<file path="src/rtl/irda_dma_arbiter.sv">
// irda_dma_arbiter: shares one DMA channel between IrDA TX FIFO fill and RX FIFO drain bursts.
//   clk                  : sole clock, all state on rising edge
//   wb_rst_i             : asynchronous active-low reset
//   use_dma              : DMA mode enable
//   txfifo_count/rxfifo_count : FIFO occupancy (0..16)
//   txfifo_trigger_level/rxfifo_trigger_level : FCR trigger level selects
//   fifo_clear           : FIFO clear pulse, aborts a burst and suppresses its strobe
//   dma_ack_i            : one word transferred this cycle
//   dma_req_o/dma_dir_o  : registered channel request and direction (1 = TX fill)
//   txfifo_add/rxfifo_remove : one-cycle FIFO push/pop strobes
//   busy_o               : arbiter not idle
// Optional feature: define IRDA_DMA_RX_PRIORITY_EN to make RX always win a tie
// (overrun protection) instead of round-robin.
module irda_dma_arbiter #(
    parameter int BURST_LEN = 4,
    parameter int CNT_W     = 5
) (
    input  logic             clk,
    input  logic             wb_rst_i,
    input  logic             use_dma,
    input  logic [CNT_W-1:0] txfifo_count,
    input  logic [CNT_W-1:0] rxfifo_count,
    input  logic [1:0]       txfifo_trigger_level,
    input  logic [1:0]       rxfifo_trigger_level,
    input  logic             fifo_clear,
    input  logic             dma_ack_i,
    output logic             dma_req_o,
    output logic             dma_dir_o,
    output logic             txfifo_add,
    output logic             rxfifo_remove,
    output logic             busy_o
);
    typedef enum logic [1:0] {IDLE, TX_BURST, RX_BURST, GAP} state_t;
    state_t           state, state_nx;
    logic [4:0]       beats;
    logic [CNT_W-1:0] txt, rxt;
    logic             tx_need, rx_need, in_burst, is_tx, burst_end, pick_tx;
    // TX thresholds 0,4,8,12 are simply level*4
    assign txt = CNT_W'({txfifo_trigger_level, 2'b00});
    assign rxt = rxfifo_trigger_level == 2'b00 ? CNT_W'(1) :
                 rxfifo_trigger_level == 2'b11 ? CNT_W'(14) :
                 CNT_W'({rxfifo_trigger_level, 2'b00});
    assign tx_need  = use_dma & (txfifo_count <= txt);
    assign rx_need  = use_dma & (rxfifo_count >= rxt);
    assign in_burst = (state == TX_BURST) | (state == RX_BURST);
    assign is_tx    = state == TX_BURST;
    // Stop one word short of TX full (15) or at the last RX word (1)
    assign burst_end = in_burst & (~use_dma | fifo_clear |
                       (dma_ack_i & (((beats + 5'd1) == 5'(BURST_LEN)) |
                        (is_tx ? txfifo_count == CNT_W'(15) : rxfifo_count == CNT_W'(1)))));
    assign txfifo_add    = is_tx & dma_ack_i & ~fifo_clear;
    assign rxfifo_remove = (state == RX_BURST) & dma_ack_i & ~fifo_clear;
    assign busy_o        = state != IDLE;
`ifdef IRDA_DMA_RX_PRIORITY_EN
    assign pick_tx = 1'b0;
`else
    // tx_turn is the round-robin flag: reset 0 gives RX the first tie,
    // each GAP hands the next tie to the direction just not served
    logic tx_turn, cur_tx;
    assign pick_tx = tx_turn;
    always_ff @(posedge clk or negedge wb_rst_i) begin
        if (!wb_rst_i) begin
            tx_turn <= 1'b0;
            cur_tx  <= 1'b0;
        end else begin
            cur_tx  <= state == IDLE ? state_nx == TX_BURST : cur_tx;
            tx_turn <= state == GAP ? ~cur_tx : tx_turn;
        end
    end
`endif
    always_comb begin
        state_nx = state;
        case (state)
            IDLE:     state_nx = (tx_need & (~rx_need | pick_tx)) ? TX_BURST :
                                 rx_need ? RX_BURST : IDLE;
            TX_BURST,
            RX_BURST: state_nx = burst_end ? GAP : state;
            GAP:      state_nx = IDLE;
            default:  state_nx = IDLE;
        endcase
    end
    always_ff @(posedge clk or negedge wb_rst_i) begin
        if (!wb_rst_i) begin
            state     <= IDLE;
            beats     <= 5'd0;
            dma_req_o <= 1'b0;
            dma_dir_o <= 1'b0;
        end else begin
            state     <= state_nx;
            beats     <= state == GAP ? 5'd0 : beats + {4'd0, in_burst & dma_ack_i};
            dma_req_o <= in_burst & ~burst_end;
            dma_dir_o <= is_tx & ~burst_end;
        end
    end
endmodule

</file>
<file path="config.mk">
export PLATFORM = sky130hd
export DESIGN_NAME = irda_dma_arbiter
export DESIGN_NICKNAME = d
export VERILOG_FILES = /design/src/rtl/irda_dma_arbiter.sv
export SDC_FILE = /design/constraint.sdc
export NUM_CORES = 1
export LEC_CHECK = 0
export BUFFER_PORTS_ARGS = -buffer_cell sky130_fd_sc_hd__buf_4
export CORE_MARGIN = 1
export CORE_UTILIZATION = 53
export CTS_CLUSTER_SIZE = 24
export DETAILED_ROUTE_END_ITERATION = 12
export GPL_TIMING_DRIVEN = 0
export PLACE_DENSITY = 0.91
export SLEW_MARGIN = 10
export SYNTH_ARGS = -nofsm -noshare
export SYNTH_HDL_FRONTEND = slang
export SYNTH_SLANG_ARGS = --single-unit
</file>
<file path="constraint.sdc">
create_clock -name clk -period 4.2 [get_ports clk]
set_clock_uncertainty 0.15 [all_clocks]
set_input_delay 0.84 -clock clk [delete_from_list [all_inputs] [get_ports clk]]
set_output_delay 0.84 -clock clk [all_outputs]
set_load 0.005 [all_outputs]
</file>
==> summary.json <==
{
  "run_status": {"value": "complete, no violations"},
  "worst_r2r_path_depth": {"value": 7},
  "worst_r2r_dst": {"value": "cur_tx"},
  "netlist.top_cell.by_area": {"value": "sky130_fd_sc_hd__dfrtp_1"},
  "post_syn_nets": {"value": 114},
  "flow.area_growth_from_synthesis": {"value": 27.7, "unit": "%"},
  "clk_root_buffer_cell": {"value": "sky130_fd_sc_hd__clkbuf_4"},
  "critical_path_class": {"value": "reg2out"},
  "swShare": {"value": 0.349},
  "boundaryPins": {"value": 24},
  "finalSetupTns": {"value": 0, "unit": "ns"},
  "drt-total-wl": {"value": 1680, "unit": "um"},
  "synth_flop_cell": {"value": "sky130_fd_sc_hd__dfrtp_1"},
  "netlist_area": {"value": 787, "unit": "um^2"},
  "setup_violations": {"value": 0},
  "total_number_of_vias": {"value": 679},
  "syn_inst": {"value": 82},
  "max_stage_delay": {"value": 0.41, "unit": "ns"},
  "worst_path_buf_inv": {"value": 2},
  "rows": {"value": 13},
  "p_leak": {"value": 0.530, "unit": "nW"},
  "starting_density_of_the_core": {"value": 0.590},
  "min_path_type": {"value": "in2async"},
  "cp_data_arrival_time": {"value": 1.34, "unit": "ns"},
  "postSynth.asyncResetShare": {"value": 1.00},
  "total_switching_power": {"value": 0.146, "unit": "mW"},
  "post_route_drc_violation_count": {"value": 0},
  "grt_first_pass_wirelength": {"value": 2390, "unit": "um"},
  "antenna_cells_inserted": {"value": 0},
  "pin_count_of_the_biggest_net_entering_global_routing": {"value": 12},
  "timing.critical_path.required": {"value": 3.21, "unit": "ns"},
  "drt-wirelength-per-cell": {"value": 13.6, "unit": "um"},
  "core_region_area": {"value": 0.00133, "unit": "mm^2"},
  "max-clock-path-buffers": {"value": 2},
  "io_buffer_count": {"value": 23},
  "power.share.clock": {"value": 0.171},
  "achievable-frequency": {"value": 430, "unit": "MHz"},
  "first_pass_iters": {"value": 4},
  "worst_slew_margin_relative_to_its_limit": {"value": 0.780},
  "fraction_of_layout_cells_with_a_size_suffix_above_1": {"value": 0.257},
  "worst_setup_path_end_kind": {"value": "output port"},
  "crit_path_max_fanout": {"value": 5},
  "worstSetupStartpoint": {"value": "state[1]"},
  "timing.critical_path.cells": {"value": "inv_1 -> ha_1 -> and3b_1 -> buf_4"},
  "viasPerCell": {"value": 5.48},
  "cts_max_level": {"value": 1},
  "timing.critical_path.max_delay_family": {"value": "flip-flops"},
  "floorplan.die.width": {"value": 40.5, "unit": "um"},
  "post_synth_most_frequent_cells": {"value": "sky130_fd_sc_hd__ha_1, sky130_fd_sc_hd__dfrtp_1, sky130_fd_sc_hd__inv_1, sky130_fd_sc_hd__nor2_1"},
  "groute.usage.overall": {"value": 0.228},
  "grt-ovfl-total": {"value": 0},
  "worst_r2r_startpoint": {"value": "state[1]"},
  "sequentialPowerShare": {"value": 0.413},
  "intPower": {"value": 0.273, "unit": "mW"},
  "cts_setup_buffers": {"value": 0},
  "synth_most_common_cell": {"value": "sky130_fd_sc_hd__ha_1"},
  "hold_viol": {"value": 0},
  "tritoncts": {"value": "yes"},
  "clkTransAtPathRegs": {"value": 0.07, "unit": "ns"},
  "setup_slack_of_the_worst_register_to_register_path": {"value": 2.06, "unit": "ns"},
  "count_of_hold_buffers_inserted_by_post_cts_repair": {"value": 0},
  "cts.sink_count": {"value": 11},
  "post-route-period-util": {"value": 0.554},
  "die_height": {"value": 40.5, "unit": "um"},
  "number_of_flops_mapped_to_enable_cells_by_yosys": {"value": 0},
  "die_outline_area": {"value": 0.00164, "unit": "mm^2"},
  "startpoint_types": {"value": "flip-flop"},
  "comb_power_share": {"value": 0.416},
  "cts_buffers": {"value": 3},
  "max_slew.worst_pin.slew": {"value": 0.326, "unit": "ns"},
  "post_cts.resized_instances": {"value": 0},
  "rsz0062_at_grt": {"value": "false"},
  "final_antenna_net_count": {"value": 0},
  "antenna_found_initial": {"value": 0},
  "final_net_count": {"value": 142},
  "yosysTopAreaCellShare": {"value": 0.350},
  "netlist_top_cells_area": {"value": "sky130_fd_sc_hd__dfrtp_1, sky130_fd_sc_hd__ha_1, sky130_fd_sc_hd__inv_1"},
  "crit_path_top_delay_cell": {"value": "sky130_fd_sc_hd__dfrtp_1"},
  "slew_violations": {"value": 0},
  "first_global_vias": {"value": 604},
  "yosysWarningCount": {"value": 0},
  "synth_area_per_cell": {"value": 9.60, "unit": "um^2"},
  "p_total": {"value": 0.420, "unit": "mW"},
  "maxCapViolations": {"value": 0},
  "power.ir.vdd_worst": {"value": 386, "unit": "uV"},
  "gp_congestion": {"value": 0.759},
  "synth.distinct_cells": {"value": 28},
  "first_iter_violations": {"value": 12},
  "worstSkewPairLatency": {"value": 0.27, "unit": "ns"},
  "pwr_density_cell": {"value": 418, "unit": "mW/mm^2"},
  "synth-seq-cells": {"value": 11},
  "period_needed": {"value": 2.33, "unit": "ns"},
  "synth_sequential_area_ratio": {"value": 0.350},
  "detailedPlacementHpwl": {"value": 1420, "unit": "um"}
}
==> flip-flops by register name (all words and copies together) (netlist names) <==
| signal | flops |
|---|---|
| pick_tx | 1 |
| state | 2 |
| dma_req_o | 1 |
| beats | 5 |
| dma_dir_o | 1 |
| cur_tx | 1 |
==> area by class of cell <==
type                    instances  area [um^2]
well taps                      15         18.8
repair buffers                 23          173
flip-flops and latches         11          275
fillers                        96          329
clock buffers                   4         26.3
multi-input cells              62          478
inverters                       9         33.8
==> worst reg2reg max path, cell delays in order, from the launching register on <==
cell                      delay, ns
sky130_fd_sc_hd__dfrtp_1       0.39
sky130_fd_sc_hd__inv_1         0.11
sky130_fd_sc_hd__ha_1          0.24
sky130_fd_sc_hd__or4b_1        0.49
sky130_fd_sc_hd__o41ai_2       0.29
sky130_fd_sc_hd__a21oi_1       0.13
sky130_fd_sc_hd__nand4_1       0.13
sky130_fd_sc_hd__a31oi_1       0.09
==> how the worst max path moves through the flow <==
stage,endpoint,slack [ns],cells after the start
final,txfifo_add,1.87,4
after global routing,txfifo_add,1.75,4
after CTS,txfifo_add,1.85,4
after detailed placement,cur_tx,1.67,7
after global placement,cur_tx,1.70,7
after floorplan,cur_tx,1.92,7
==> layer usage <==
metal / part of all wire / GRT usage
met5: 0 / 0
met4: 0 / 0.0333
met3: 0.045 / 0.0833
met2: 0.52 / 0.405
met1: 0.43 / 0.264
==> cells in the final DEF, fill, tap and decap left out, drive strengths merged, types with 2 or more instances in the layout <==
master	instances
a21boi	2
a21o	2
a21oi	4
and2	2
and3b	2
buf	23
clkbuf	4
dfrtp	11
ha	13
inv	9
nand2	3
nand3	4
nand4	2
nor2	7
nor2b	4
nor3	2
or4	2
xor2	2
==> cells by family (layout without fill, tap and decap cells) <==
group                      after synthesis  in the layout  synth area share
AOI/OAI and AO/OA                       13             13             0.124
xor gates and xnor gates                 3              3            0.0334
adders and majority gates               13             13             0.207
buffers and inverters                    9             36            0.0429
DFF                                     11             11             0.350
and+or+nand+nor                         33             33             0.243
==> power groups by stage <==
stage / Clock (mW) / Sequential [mW] / Combinational, mW
finish: 0.0718 / 0.173 / 0.175
global route: 0.0788 / 0.179 / 0.201
floorplan: 0 / 0.168 / 0.112
global placement: 0 / 0.173 / 0.167
detailed placement: 0 / 0.175 / 0.175
CTS: 0.0746 / 0.174 / 0.176
==> per-stage QoR <==
step	instances	area [um^2]	utilization	hold slack, ns	worst slack (ns)
after global placement	120	978	0.734	0.278	1.70
after detailed placement	120	978	0.734	0.298	1.67
after CTS	124	1000	0.753	0.240	1.85
after floorplan	82	787	-	0.272	1.92
after global routing	124	1000	0.753	0.240	1.75
final	124	1000	0.753	0.239	1.87
Power figures use the tool's default switching activity.
